**src/rtl/pipeline_hazard_ctrl_pkg.sv**
```systemverilog
// Shared types and constants for the pipeline hazard controller and its helpers.
// Holds the sequencer state encoding and the bundle of stall/flush control bits.
package pipeline_pkg;

    localparam int          REG_ADDR_W      = 5;
    localparam logic [31:0] NOP_INSTRUCTION = 32'h0000_0013;

    typedef enum logic [1:0] {
        RUN      = 2'd0,
        LU_STALL = 2'd1,
        MD_WAIT  = 2'd2
    } ctrl_state_t;

    typedef struct packed {
        logic stall_pc;
        logic stall_if_id;
        logic flush_if_id;
        logic stall_id_ex;
        logic flush_id_ex;
        logic flush_ex_mem;
    } ctrl_out_t;

    localparam ctrl_out_t CTRL_NONE = '{default: 1'b0};

endpackage

```
**src/rtl/pipeline_hazard_ctrl_lu_cmp.sv**
```systemverilog
// Load-use hazard comparator: flags an ID-stage source that matches a load's
// destination in EX. Purely combinational so the forwarding unit can share it.
module hazard_lu_cmp
    import pipeline_pkg::*;
(
    input  logic                  i_ex_mem_read,
    input  logic [REG_ADDR_W-1:0] i_ex_rd,
    input  logic [REG_ADDR_W-1:0] i_id_rs1,
    input  logic [REG_ADDR_W-1:0] i_id_rs2,
    input  logic                  i_id_use_rs1,
    input  logic                  i_id_use_rs2,
    output logic                  o_lu_hit
);

    logic w_rd_nonzero;
    logic w_rs1_match;
    logic w_rs2_match;

    // x0 is hard-wired zero, so a load targeting it never creates a dependency.
    assign w_rd_nonzero = |i_ex_rd;
    assign w_rs1_match  = i_id_use_rs1 && (i_id_rs1 == i_ex_rd);
    assign w_rs2_match  = i_id_use_rs2 && (i_id_rs2 == i_ex_rd);
    assign o_lu_hit     = i_ex_mem_read && w_rd_nonzero && (w_rs1_match || w_rs2_match);

endmodule

```
**src/rtl/pipeline_hazard_ctrl.sv**
```systemverilog
// Central stall/flush sequencer for the 5-stage pipeline: load-use bubbles, branch
// redirects, MUL/DIV waits with timeout, fetch wait states and saturating perf counters.
module pipeline_hazard_ctrl
    import pipeline_pkg::*;
#(
    parameter int LU_STALL_CYCLES = 1,
    parameter int MD_TIMEOUT      = 64,
    parameter int PERF_W          = 32
) (
    input  logic                  clk,
    input  logic                  rst,
    input  logic [REG_ADDR_W-1:0] i_id_rs1,
    input  logic [REG_ADDR_W-1:0] i_id_rs2,
    input  logic                  i_id_use_rs1,
    input  logic                  i_id_use_rs2,
    input  logic                  i_ex_mem_read,
    input  logic [REG_ADDR_W-1:0] i_ex_rd,
    input  logic                  i_ex_branch_taken,
    input  logic                  i_ex_muldiv_start,
    input  logic                  i_muldiv_done,
    input  logic                  i_imem_ready,
    output logic                  o_stall_pc,
    output logic                  o_stall_if_id,
    output logic                  o_flush_if_id,
    output logic                  o_stall_id_ex,
    output logic                  o_flush_id_ex,
    output logic                  o_flush_ex_mem,
    output logic                  o_muldiv_timeout,
    output logic [PERF_W-1:0]     o_perf_stall_cyc,
    output logic [PERF_W-1:0]     o_perf_flush_cnt
);

    localparam int LU_CNT_W = $clog2(LU_STALL_CYCLES + 1);
    localparam int MD_CNT_W = $clog2(MD_TIMEOUT);

    localparam logic [LU_CNT_W-1:0] LU_INIT = LU_CNT_W'(LU_STALL_CYCLES - 1);
    localparam logic [LU_CNT_W-1:0] LU_ONE  = LU_CNT_W'(1);
    localparam logic [MD_CNT_W-1:0] MD_LAST = MD_CNT_W'(MD_TIMEOUT - 1);

    localparam ctrl_out_t CTRL_MD = '{stall_pc: 1'b1, stall_if_id: 1'b1, stall_id_ex: 1'b1,
                                      flush_ex_mem: 1'b1, default: 1'b0};
    localparam ctrl_out_t CTRL_BR = '{flush_if_id: 1'b1, flush_id_ex: 1'b1, default: 1'b0};
    localparam ctrl_out_t CTRL_LU = '{stall_pc: 1'b1, stall_if_id: 1'b1, flush_id_ex: 1'b1,
                                      default: 1'b0};
    localparam ctrl_out_t CTRL_IM = '{stall_pc: 1'b1, flush_if_id: 1'b1, default: 1'b0};

    ctrl_state_t         r_state;
    ctrl_state_t         w_state_nxt;
    logic [LU_CNT_W-1:0] r_lu_cnt;
    logic [LU_CNT_W-1:0] w_lu_cnt_nxt;
    logic [MD_CNT_W-1:0] r_md_cnt;
    logic [MD_CNT_W-1:0] w_md_cnt_nxt;
    logic                r_md_timeout;
    logic [PERF_W-1:0]   r_perf_stall_cyc;
    logic [PERF_W-1:0]   r_perf_flush_cnt;

    ctrl_out_t           w_ctrl;
    logic                w_lu_hit;
    logic                w_md_pending;
    logic                w_md_expire;
    logic                w_md_busy;
    logic                w_timeout_set;
    logic                w_flush_evt;

    hazard_lu_cmp u_lu_cmp (
        .i_ex_mem_read (i_ex_mem_read),
        .i_ex_rd       (i_ex_rd),
        .i_id_rs1      (i_id_rs1),
        .i_id_rs2      (i_id_rs2),
        .i_id_use_rs1  (i_id_use_rs1),
        .i_id_use_rs2  (i_id_use_rs2),
        .o_lu_hit      (w_lu_hit)
    );

    assign w_md_pending = ((r_state == MD_WAIT) || ((r_state == RUN) && i_ex_muldiv_start))
                          && !i_muldiv_done;
    assign w_md_expire  = (r_state == MD_WAIT) && !i_muldiv_done && (r_md_cnt == MD_LAST);
    assign w_md_busy    = w_md_pending && !w_md_expire;

    // NOTE: every variable gets a default before the decision tree, so no path leaves one unassigned and no latch is inferred.
    always_comb begin
        w_ctrl        = CTRL_NONE;
        w_state_nxt   = r_state;
        w_lu_cnt_nxt  = r_lu_cnt;
        w_md_cnt_nxt  = r_md_cnt;
        w_timeout_set = 1'b0;
        w_flush_evt   = 1'b0;

        if (w_md_busy) begin
            w_ctrl = CTRL_MD;
            if (r_state == RUN) begin
                w_state_nxt  = MD_WAIT;
                w_md_cnt_nxt = '0;
            end else begin
                w_md_cnt_nxt = r_md_cnt + MD_CNT_W'(1);
            end
        end else begin
            // Leaving MD_WAIT on done or on timeout; the same cycle may still redirect.
            if (r_state == MD_WAIT) begin
                w_state_nxt = RUN;
            end
            w_timeout_set = w_md_expire;

            if (i_ex_branch_taken) begin
                w_ctrl      = CTRL_BR;
                w_state_nxt = RUN;
                w_flush_evt = 1'b1;
            end else if (r_state == LU_STALL) begin
                w_ctrl       = CTRL_LU;
                w_lu_cnt_nxt = r_lu_cnt - LU_ONE;
                if (r_lu_cnt == LU_ONE) begin
                    w_state_nxt = RUN;
                end
            end else if ((r_state == RUN) && w_lu_hit) begin
                w_ctrl = CTRL_LU;
                if (LU_STALL_CYCLES > 1) begin
                    w_state_nxt  = LU_STALL;
                    w_lu_cnt_nxt = LU_INIT;
                end
            end else if ((r_state == RUN) && !i_imem_ready) begin
                w_ctrl = CTRL_IM;
            end
        end
    end

    // NOTE: state and counters use non-blocking assignments so every register samples pre-edge values.
    always_ff @(posedge clk or posedge rst) begin
        if (rst) begin
            r_state          <= RUN;
            r_lu_cnt         <= '0;
            r_md_cnt         <= '0;
            r_md_timeout     <= 1'b0;
            r_perf_stall_cyc <= '0;
            r_perf_flush_cnt <= '0;
        end else begin
            r_state  <= w_state_nxt;
            r_lu_cnt <= w_lu_cnt_nxt;
            r_md_cnt <= w_md_cnt_nxt;
            if (w_timeout_set) begin
                r_md_timeout <= 1'b1;
            end
            if (w_ctrl.stall_pc && (r_perf_stall_cyc != '1)) begin
                r_perf_stall_cyc <= r_perf_stall_cyc + PERF_W'(1);
            end
            if (w_flush_evt && (r_perf_flush_cnt != '1)) begin
                r_perf_flush_cnt <= r_perf_flush_cnt + PERF_W'(1);
            end
        end
    end

    // NOTE: control outputs are masked by rst so they read 0 for the whole reset pulse, not only after the edge.
    assign o_stall_pc       = w_ctrl.stall_pc     && !rst;
    assign o_stall_if_id    = w_ctrl.stall_if_id  && !rst;
    assign o_flush_if_id    = w_ctrl.flush_if_id  && !rst;
    assign o_stall_id_ex    = w_ctrl.stall_id_ex  && !rst;
    assign o_flush_id_ex    = w_ctrl.flush_id_ex  && !rst;
    assign o_flush_ex_mem   = w_ctrl.flush_ex_mem && !rst;
    assign o_muldiv_timeout = r_md_timeout;
    assign o_perf_stall_cyc = r_perf_stall_cyc;
    assign o_perf_flush_cnt = r_perf_flush_cnt;

endmodule

```
**config.mk**
```make
export PLATFORM = sky130hd
export DESIGN_NAME = pipeline_hazard_ctrl
export DESIGN_NICKNAME = d
export VERILOG_FILES = /design/src/rtl/pipeline_hazard_ctrl_pkg.sv /design/src/rtl/pipeline_hazard_ctrl_lu_cmp.sv /design/src/rtl/pipeline_hazard_ctrl.sv
export SDC_FILE = /design/constraint.sdc
export NUM_CORES = 1
export LEC_CHECK = 0
export CORE_MARGIN = 2
export CORE_UTILIZATION = 28
export CTS_CLUSTER_DIAMETER = 60
export CTS_CLUSTER_SIZE = 25
export DETAILED_ROUTE_END_ITERATION = 8
export DONT_BUFFER_PORTS = 1
export HOLD_SLACK_MARGIN = 0.15
export PLACE_DENSITY = 0.44
export SKIP_CTS_REPAIR_TIMING = 1
export SLEW_MARGIN = 10
export SYNTH_ARGS = -nofsm -noshare
export SYNTH_HDL_FRONTEND = slang
export SYNTH_SLANG_ARGS = --single-unit
```
**constraint.sdc**
```tcl
create_clock -name clk -period 2.54 [get_ports clk]
set_clock_uncertainty 0.2 [all_clocks]
set_input_delay 0.254 -clock clk [delete_from_list [all_inputs] [get_ports clk]]
set_output_delay 0.254 -clock clk [all_outputs]
set_load 0.02 [all_outputs]
```
# Word level (Yosys, flattened, before mapping)

Cells that the tools add are included.

Input port bits: 24
ROM bits: 0
Memories kept: 0
Register bits: 74
RAM bits: 0
Bits in latches: 0
Word-level logic and storage cells: 63

Reduce and logical (&&, ||, !) cells: 28
Shift-type cells: 0
Multipliers: 0
Magnitude comparators: 0
Muxes and demuxes: 15
Equality and inequality tests: 8
Add/subtract/negate cells: 4
Bitwise gates (word level): 2
Div/mod/pow operators: 0

Operator list:

| kind                                                   | number |
|---|---|
| adder 32 x 1 -> 32 bit (second input constant)         | 2 |
| inequality test 32 bit (second input constant)         | 2 |
| 2-to-1 mux 6 bit                                       | 6 |
| logical AND 1 bit                                      | 19 |
| 2-to-1 mux 2 bit                                       | 6 |
| == test 5 bit                                          | 2 |
| adder 6 x 1 -> 6 bit (second input constant)           | 1 |
| == test 6 bit (second input constant)                  | 1 |
| OR reduction 5 bit                                     | 1 |
| zero test 1 bit                                        | 4 |
| 2-to-1 mux 1 bit                                       | 3 |
| AND reduction 3 bit                                    | 1 |
| == test 2 x 1 -> 1 bit (second input constant)         | 1 |
| == test 2 bit (second input constant)                  | 1 |
| zero test 2 bit                                        | 1 |
| logical OR 1 bit                                       | 2 |
| inequality test 2 x 1 -> 1 bit (second input constant) | 1 |
| inverter 1 bit                                         | 2 |
| subtractor 1 bit (second input constant)               | 1 |

# Longest topological paths before layout

Gate-level depths: netlist of the first run.

Depth in word-level cells: 10
Gate-level depth with buffers: 9
Mapped depth without buffers: 7

# Modules after synthesis

A second synthesis of the first run with hierarchy kept.

Cell total of the unflattened synthesis: 380
Area total of the unflattened synthesis: 4,013.8 um2

Modules (own cells, without submodules):

| module               | area an instance (um2) | cells each | sequential area each (um2) | times used |
|---|---|---|---|---|
| pipeline_hazard_ctrl | 3,880.0                | 363        | 1,851.8                    | 1 |
| hazard_lu_cmp        | 133.9                  | 17         | 0.0                        | 1 |

# Worst setup path after synthesis of the first run

Ideal clock, no wire load.

Kind: input port to output port
From: in rst
To: out o_flush_id_ex
Setup slack: -0.155 ns
Stages on the path: 2
Arrival: 2.241 ns
Path buffers: 0
Path through: inv_1 -> o211a_1

Longest elaborated chain between the ends: 2

RTL lines:

| what               | RTL line                    | RTL |
|---|---|---|
| start: declaration | pipeline_hazard_ctrl.sv:11  | `input logic rst,` |
| zero test 1 bit    | pipeline_hazard_ctrl.sv:156 | `assign o_flush_id_ex = w_ctrl.flush_id_ex && !rst;` |
| logical AND 1 bit  | pipeline_hazard_ctrl.sv:156 |  |
| end: declaration   | pipeline_hazard_ctrl.sv:26  | `output logic o_flush_id_ex,` |

Every way passes these cells.

# Worst setup path after layout of the first run

From: reg r_md_cnt[0]
To: out o_stall_pc

Longest elaborated chain between the ends: 6

RTL lines:

| what                     | RTL line                    | RTL |
|---|---|---|
| start: declaration       | pipeline_hazard_ctrl.sv:51  | `logic [MD_CNT_W-1:0] r_md_cnt;` |
| start signal: assignment | pipeline_hazard_ctrl.sv:138 | `r_md_cnt <= w_md_cnt_nxt;` |
| == test 6 bit            | pipeline_hazard_ctrl.sv:77  | `assign w_md_expire = (r_state == MD_WAIT) && !i_muldiv_done && (r_md_cnt == MD_LAST);` |
| logical AND 1 bit        | pipeline_hazard_ctrl.sv:77  |  |
| zero test 1 bit          | pipeline_hazard_ctrl.sv:78  | `assign w_md_busy = w_md_pending && !w_md_expire;` |
| logical AND 1 bit        | pipeline_hazard_ctrl.sv:78  |  |
| 2-to-1 mux 6 bit         | pipeline_hazard_ctrl.sv:89  | `if (w_md_busy) begin` |
| logical AND 1 bit        | pipeline_hazard_ctrl.sv:152 | `assign o_stall_pc = w_ctrl.stall_pc && !rst;` |
| end: declaration         | pipeline_hazard_ctrl.sv:22  | `output logic o_stall_pc,` |

Every way passes these cells.

==> results of run 1 <==
[kinds of logic (layout without fill, tap and decap cells)]
logic type | Yosys count | count (layout) | share of synthesized area (%)
simple gates | 186 | 186 | 26.5
flops | 74 | 74 | 47.9
xor+xnor | 72 | 72 | 16.5
compound gates | 26 | 26 | 4.53
buf+inv | 24 | 112 | 2.78
fa+ha+maj | 3 | 3 | 0.970
mux | 3 | 3 | 0.841
[stage by stage]
stage / instances / total power [uW] / hold slack (ns)
3_5_place_dp: 631 / 2280 / 0.0950
6_report: 652 / 3620 / 0.197
3_3_place_gp: 631 / 2260 / 0.0949
5_1_grt: 652 / 3820 / 0.234
2_1_floorplan: 388 / 1930 / 0.238
4_1_cts: 647 / 3680 / -0.277
[where the power goes]
part           switching [uW]  internal [uW]
sequential               97.7           1310
clock                     512            858
combinational             516            327
[registers in the layout, summed over array words and instances (netlist names)]
signal / flops
o_muldiv_timeout: 1
o_perf_flush_cnt: 32
o_perf_stall_cyc: 32
r_lu_cnt: 1
r_md_cnt: 6
r_state: 2
[layer usage]
layer	vias up	wire, um
met2	73	4710
met1	1490	4160
met4	0	178
met3	11	723
met5	-	0
li1	1520	-
[cells in the final DEF, fill, tap and decap left out, types with 3 or more instances in the layout]
| master | netlist | routed |
|---|---|---|
| buf_4 | 3 | 77 |
| dfrtp_1 | 74 | 73 |
| xor2_1 | 37 | 37 |
| xnor2_1 | 34 | 34 |
| nand2_1 | 32 | 32 |
| nor2_1 | 33 | 32 |
| nor3_1 | 30 | 29 |
| nand3_1 | 28 | 28 |
| nand4_1 | 16 | 16 |
| inv_1 | 13 | 12 |
| nor4_1 | 9 | 9 |
| o21ai_0 | 9 | 9 |
| clkbuf_16 | 0 | 9 |
| nand2b_1 | 6 | 6 |
| nand4_2 | 5 | 5 |
| and2_1 | 4 | 4 |
| and4_1 | 4 | 4 |
| a21oi_1 | 4 | 4 |
| dlygate4sd3_1 | 0 | 4 |
| and3_1 | 3 | 3 |
| a211o_1 | 3 | 3 |
| clkinvlp_4 | 0 | 3 |
| ha_1 | 3 | 3 |
[final cells by class]
type                    instances  area (um2)
repair buffers                 83         649
well taps                     176         220
inverters                      13        52.6
clock buffers                   9         225
flip-flops and latches         74        1850
fillers                      1363        8330
multi-input cells             290        1930
clock inverters                 7        93.8
[critical path, stage by stage, from the launching register on]
cell,delay (ns)
dfrtp_1,0.38
ha_1,0.18
nand2_1,0.10
o221ai_4,0.24
nand3b_1,0.18
o21ai_2,0.19
buf_4,0.14
nor2_1,0.04
buf_4,0.14
[final timing paths]
kind | to | from | slack, ns | depth (start not counted)
worst max-delay path | o_stall_pc | r_md_cnt[0]$_DFFE_PP0P_ | 0.15 | 8
worst min-delay path | r_md_cnt[4]$_DFFE_PP0P_ | i_ex_muldiv_start | 0.20 | 4
worst max register to register | o_perf_flush_cnt[28]$_DFFE_PP0P_ | r_md_cnt[0]$_DFFE_PP0P_ | 0.17 | 7
worst min register to register | r_state[0]$_DFFE_PP0P_ | r_lu_cnt$_DFFE_PP0P_ | 0.27 | 1
max in group asynchronous | o_perf_stall_cyc[27]$_DFFE_PP0P_ | rst | 1.51 | 3
min in group asynchronous | r_md_cnt[5]$_DFFE_PP0P_ | rst | 0.27 | 3
==> impl_metrics.yaml, run 1 <==
die:
  die_area_mm2: 0.0148
  die_h_um: 122
  start_util_pct: 29.0
  core-area_mm2: 0.0133
  die_w_um: 122
  row_count: 42
  num_io_pins: 95
grt:
  grt_use_met3_pct: 6.13
  use_met2_pct: 23.1
  grt_max_degree: 75
  grt-busiest-layer: "met2"
  grt_antenna_before_repair: 0
  grt_pass1_vias: 3193
  grt_first_pass_wirelength_um: 15900
  overflow: 0
  met1_usage_pct: 15.9
  grtUsageTotal_pct: 13.9
logic_synthesis:
  synth_edf_count: 0
  ys_ff_latch: 74
  synth_area_leaders: "dfrtp_1, xor2_1, xnor2_1"
  ys_types: 47
  synth_top_area_cell: "dfrtp_1"
  avgSynthCellArea_um2: 9.97
  async_flop_share_pct: 100
  synth_cells: 388
  yosys_warnings: 0
  ys.flop_type: "dfrtp_1"
  ys_seq_area_share_pct: 47.9
  synth_area_mm2: 0.00387
  syn-num-nets: 415
  synth_top_area_share_pct: 47.9
  yosysMostFrequentCell: "dfrtp_1"
  synth_common_cells: "dfrtp_1, xor2_1, xnor2_1, nor2_1, nand2_1"
clock_tree:
  htreeDepth: 3
  cts_num_sinks: 74
  insertion_delay_ns: 0.34
  clk_pin_slew_ns: 0.06
  cts_made_buffers: 9
  cts.root.buffer_cell: "clkbuf_16"
  cts_buffer_depth: 2
  cts_tree: "done"
sta:
  max_slew.worst_pin.slew_ns: 0.503
  fin_crit_sh_pct: 94.1
  min_period_ns: 2.39
  relSlewSlack_pct: 66.1
  setup_viol: 0
  worst_slack_ns: 0.151
  tns_ns: 0
  slew_viol_final: 0
  final_hold_viol_count: 0
  rsz0062_at_grt: "true"
  max_freq_ghz: 0.419
hold_path:
  hp-class: "primary input to flip-flop"
drt:
  finalWirelength_um: 9770
  drt_iter0_drc: 104
  dr.pass1.iters: 4
  drc_errors: 0
  via_count: 3094
  wire_per_inst_um: 15.0
  postRouteAntennaNets: 0
  drt-vias-per-instance: 4.75
placement:
  place_congestion: 0.787
  placed_cell_area_mm2: 0.00463
  pre_cts_ws_ns: 0.0293
  hpwl_um: 7300
  io_buffers: 0
setup_path:
  arrival_ns: 1.94
  path_class: "flip-flop to output pin"
  endpoint_kind: "output pin"
  start_kind: "flip-flop"
  cp_data_required_time_ns: 2.09
  critPathMaxFanout: 5
finish:
  drive_gt1_share_pct: 24.6
  post-route-util_pct: 37.6
  design_area_mm2: 0.00502
  finalNetCount: 498
  diodes: 0
  area_growth_pct: 29.8
power:
  vdd_drop_max_mv: 0.413
  p_per_area_mw_per_mm2: 721
  p_leak_uw: 0.00230
flow_run:
  drv_cap: 0
outcome:
  status: "complete, no violations"
Power figures use the tool's default switching activity.
==> inputs of run 2 (changes only) <==
--- a/config.mk
+++ b/config.mk
@@ -13,6 +13,8 @@
 export DONT_BUFFER_PORTS = 1
 export HOLD_SLACK_MARGIN = 0.15
 export PLACE_DENSITY = 0.44
+export REMOVE_ABC_BUFFERS = 1
+export SETUP_SLACK_MARGIN = 0.02
 export SKIP_CTS_REPAIR_TIMING = 1
 export SLEW_MARGIN = 10
 export SYNTH_ARGS = -nofsm -noshare
==> run 2 against run 1 <==
Net effect:
- wire length decreased by 0.63%
- sequential share of layout area decreased by 0.45 points
- clock power increased by 13%
- flip-flop and latch count unchanged
- die area unchanged
- worst setup slack got worse by 0.048 ns
- critical path type unchanged
- critical endpoint is now o_stall_if_id
==> impl_metrics.yaml, run 2 (synthesized netlist as in run 1, its figures left out) <==
setup_path:
  slowest_delay_ns: 0.42
  cp_slowest_cell: "dfrtp_1"
  reg2reg_depth: 8
  endpoint_kind: "output pin"
  start_kind: "flip-flop"
  rrSetupSlack_ns: 0.16
  cp_data_required_time_ns: 2.09
  reg2reg_to: "o_perf_stall_cyc[1]$_DFFE_PP0P_"
  cp-startpoint: "r_md_cnt[1]$_DFFE_PP0P_"
  path_class: "flip-flop to output pin"
  r2r_start: "r_state[1]$_DFFE_PP0P_"
  arrival_ns: 1.98
  crit_end: "o_stall_if_id"
  critPathMaxFanout: 9
  worst_path_most_repeated_cell: "buf_4"
  cp_cell_sequence: "ha_4 -> nand2_1 -> o221ai_2 -> buf_4 -> buf_4 -> buf_8 -> a21oi_1"
power:
  vdd_drop_max_mv: 0.558
  p_per_area_mw_per_mm2: 752
  p_leak_uw: 0.00235
  power_uw: 3820
finish:
  multi_input_area_mm2: 0.00193
  area_growth_pct: 31.3
  post-route-util_pct: 38.1
  regArea_mm2: 0.00185
  n_fill_cell: 1374
  drive_gt1_share_pct: 24.9
  diodes: 0
  final_common_cell: "buf_4"
  finalNetCount: 501
  mostFrequentLayoutCells: "buf_4, dfrtp_1, xor2_1, xnor2_1, nor2_1"
  instances_no_fill: 654
clock_tree:
  cts_made_buffers: 9
  cts_tree: "done"
  cts_num_sinks: 74
  cts.root.buffer_cell: "clkbuf_16"
  insertion_delay_ns: 0.34
  cts_buffer_depth: 2
  clk_pin_slew_ns: 0.06
  htreeDepth: 3
sta:
  min_period_ns: 2.44
  max_slew.worst_pin.slew_ns: 0.468
  whs_ns: 0.196
  worst_slack_ns: 0.103
  setup_viol: 0
  fin_crit_sh_pct: 96.0
  relSlewSlack_pct: 68.5
  slew_viol_final: 0
  final_hold_viol_count: 0
  rsz0062_at_grt: "true"
  max_freq_ghz: 0.410
die:
  die_area_mm2: 0.0148
  num_io_pins: 95
  row_count: 42
  start_util_pct: 29.0
  core-area_mm2: 0.0133
  die_w_um: 122
  die_h_um: 122
placement:
  place_congestion: 0.761
  hpwl_um: 7130
  pre_cts_ws_ns: 0.153
  placedCellCount: 626
  io_buffers: 0
outcome:
  status: "complete, no violations"
grt:
  grt_pass1_vias: 3113
  grt_first_pass_wirelength_um: 15700
  grt_max_degree: 75
  overflow: 0
  grt_antenna_before_repair: 0
  grtUsageTotal_pct: 13.7
drt:
  finalWirelength_um: 9710
  drt-vias-per-instance: 4.80
  drt_iter0_drc: 85
  drc_errors: 0
  via_count: 3138
  postRouteAntennaNets: 0
  wire_per_inst_um: 14.8
  dr.pass1.iters: 4
flow_run:
  drv_cap: 0
hold_path:
  hp-class: "primary input to flip-flop"
run 2: cell type report:
class	instances	area share [%]
tap	176	4.33
multi-input combinational	290	37.9
clock inverter	6	2.56
inverter	13	0.985
sequential	74	36.4
clock buffer	9	4.43
timing repair buffer	86	13.3
run 2: worst max-delay path: cells and delay by family (launching register included):
family | cells | cell delay (ns)
buf+inv | 3 | 0.45
fa+ha+maj | 1 | 0.19
compound gates | 2 | 0.49
simple gates | 1 | 0.09
flops | 1 | 0.42
run 2: per-stage QoR:
step / setup TNS [ns] / instance area, um2
floorplan: -2.95 / 3810
global placement: 0 / 4590
detailed placement: 0 / 4590
CTS: -0.383 / 4950
global route: -0.00800 / 5080
finish: 0 / 5080
run 2: worst min path at each step:
stage                     depth (start not counted)         startpoint                                to  slack, ns
after floorplan                                   2  i_ex_branch_taken   o_perf_flush_cnt[2]$_DFFE_PP0P_       0.23
after global placement                            2                rst           r_md_cnt[5]$_DFFE_PP0P_       0.07
after detailed placement                          2                rst           r_md_cnt[5]$_DFFE_PP0P_       0.07
after CTS                                         2                rst           r_md_cnt[4]$_DFFE_PP0P_      -0.31
after global routing                              5  i_ex_branch_taken  o_perf_flush_cnt[27]$_DFFE_PP0P_       0.23
final                                             5  i_ex_branch_taken  o_perf_flush_cnt[21]$_DFFE_PP0P_       0.20
run 2: layer usage:
layer  GRT usage, %  up-vias  wire length, um
met5              0        -                0
met4           4.38        0              148
met2           21.3       93             4620
li1               -     1534                -
met1           17.2     1499             4220
met3           5.81       12              720
run 2: report_power, final:
part / internal (uW) / switching, uW
sequential: 1310 / 103
combinational: 342 / 514
clock: 1050 / 500
total: 2700 / 1120
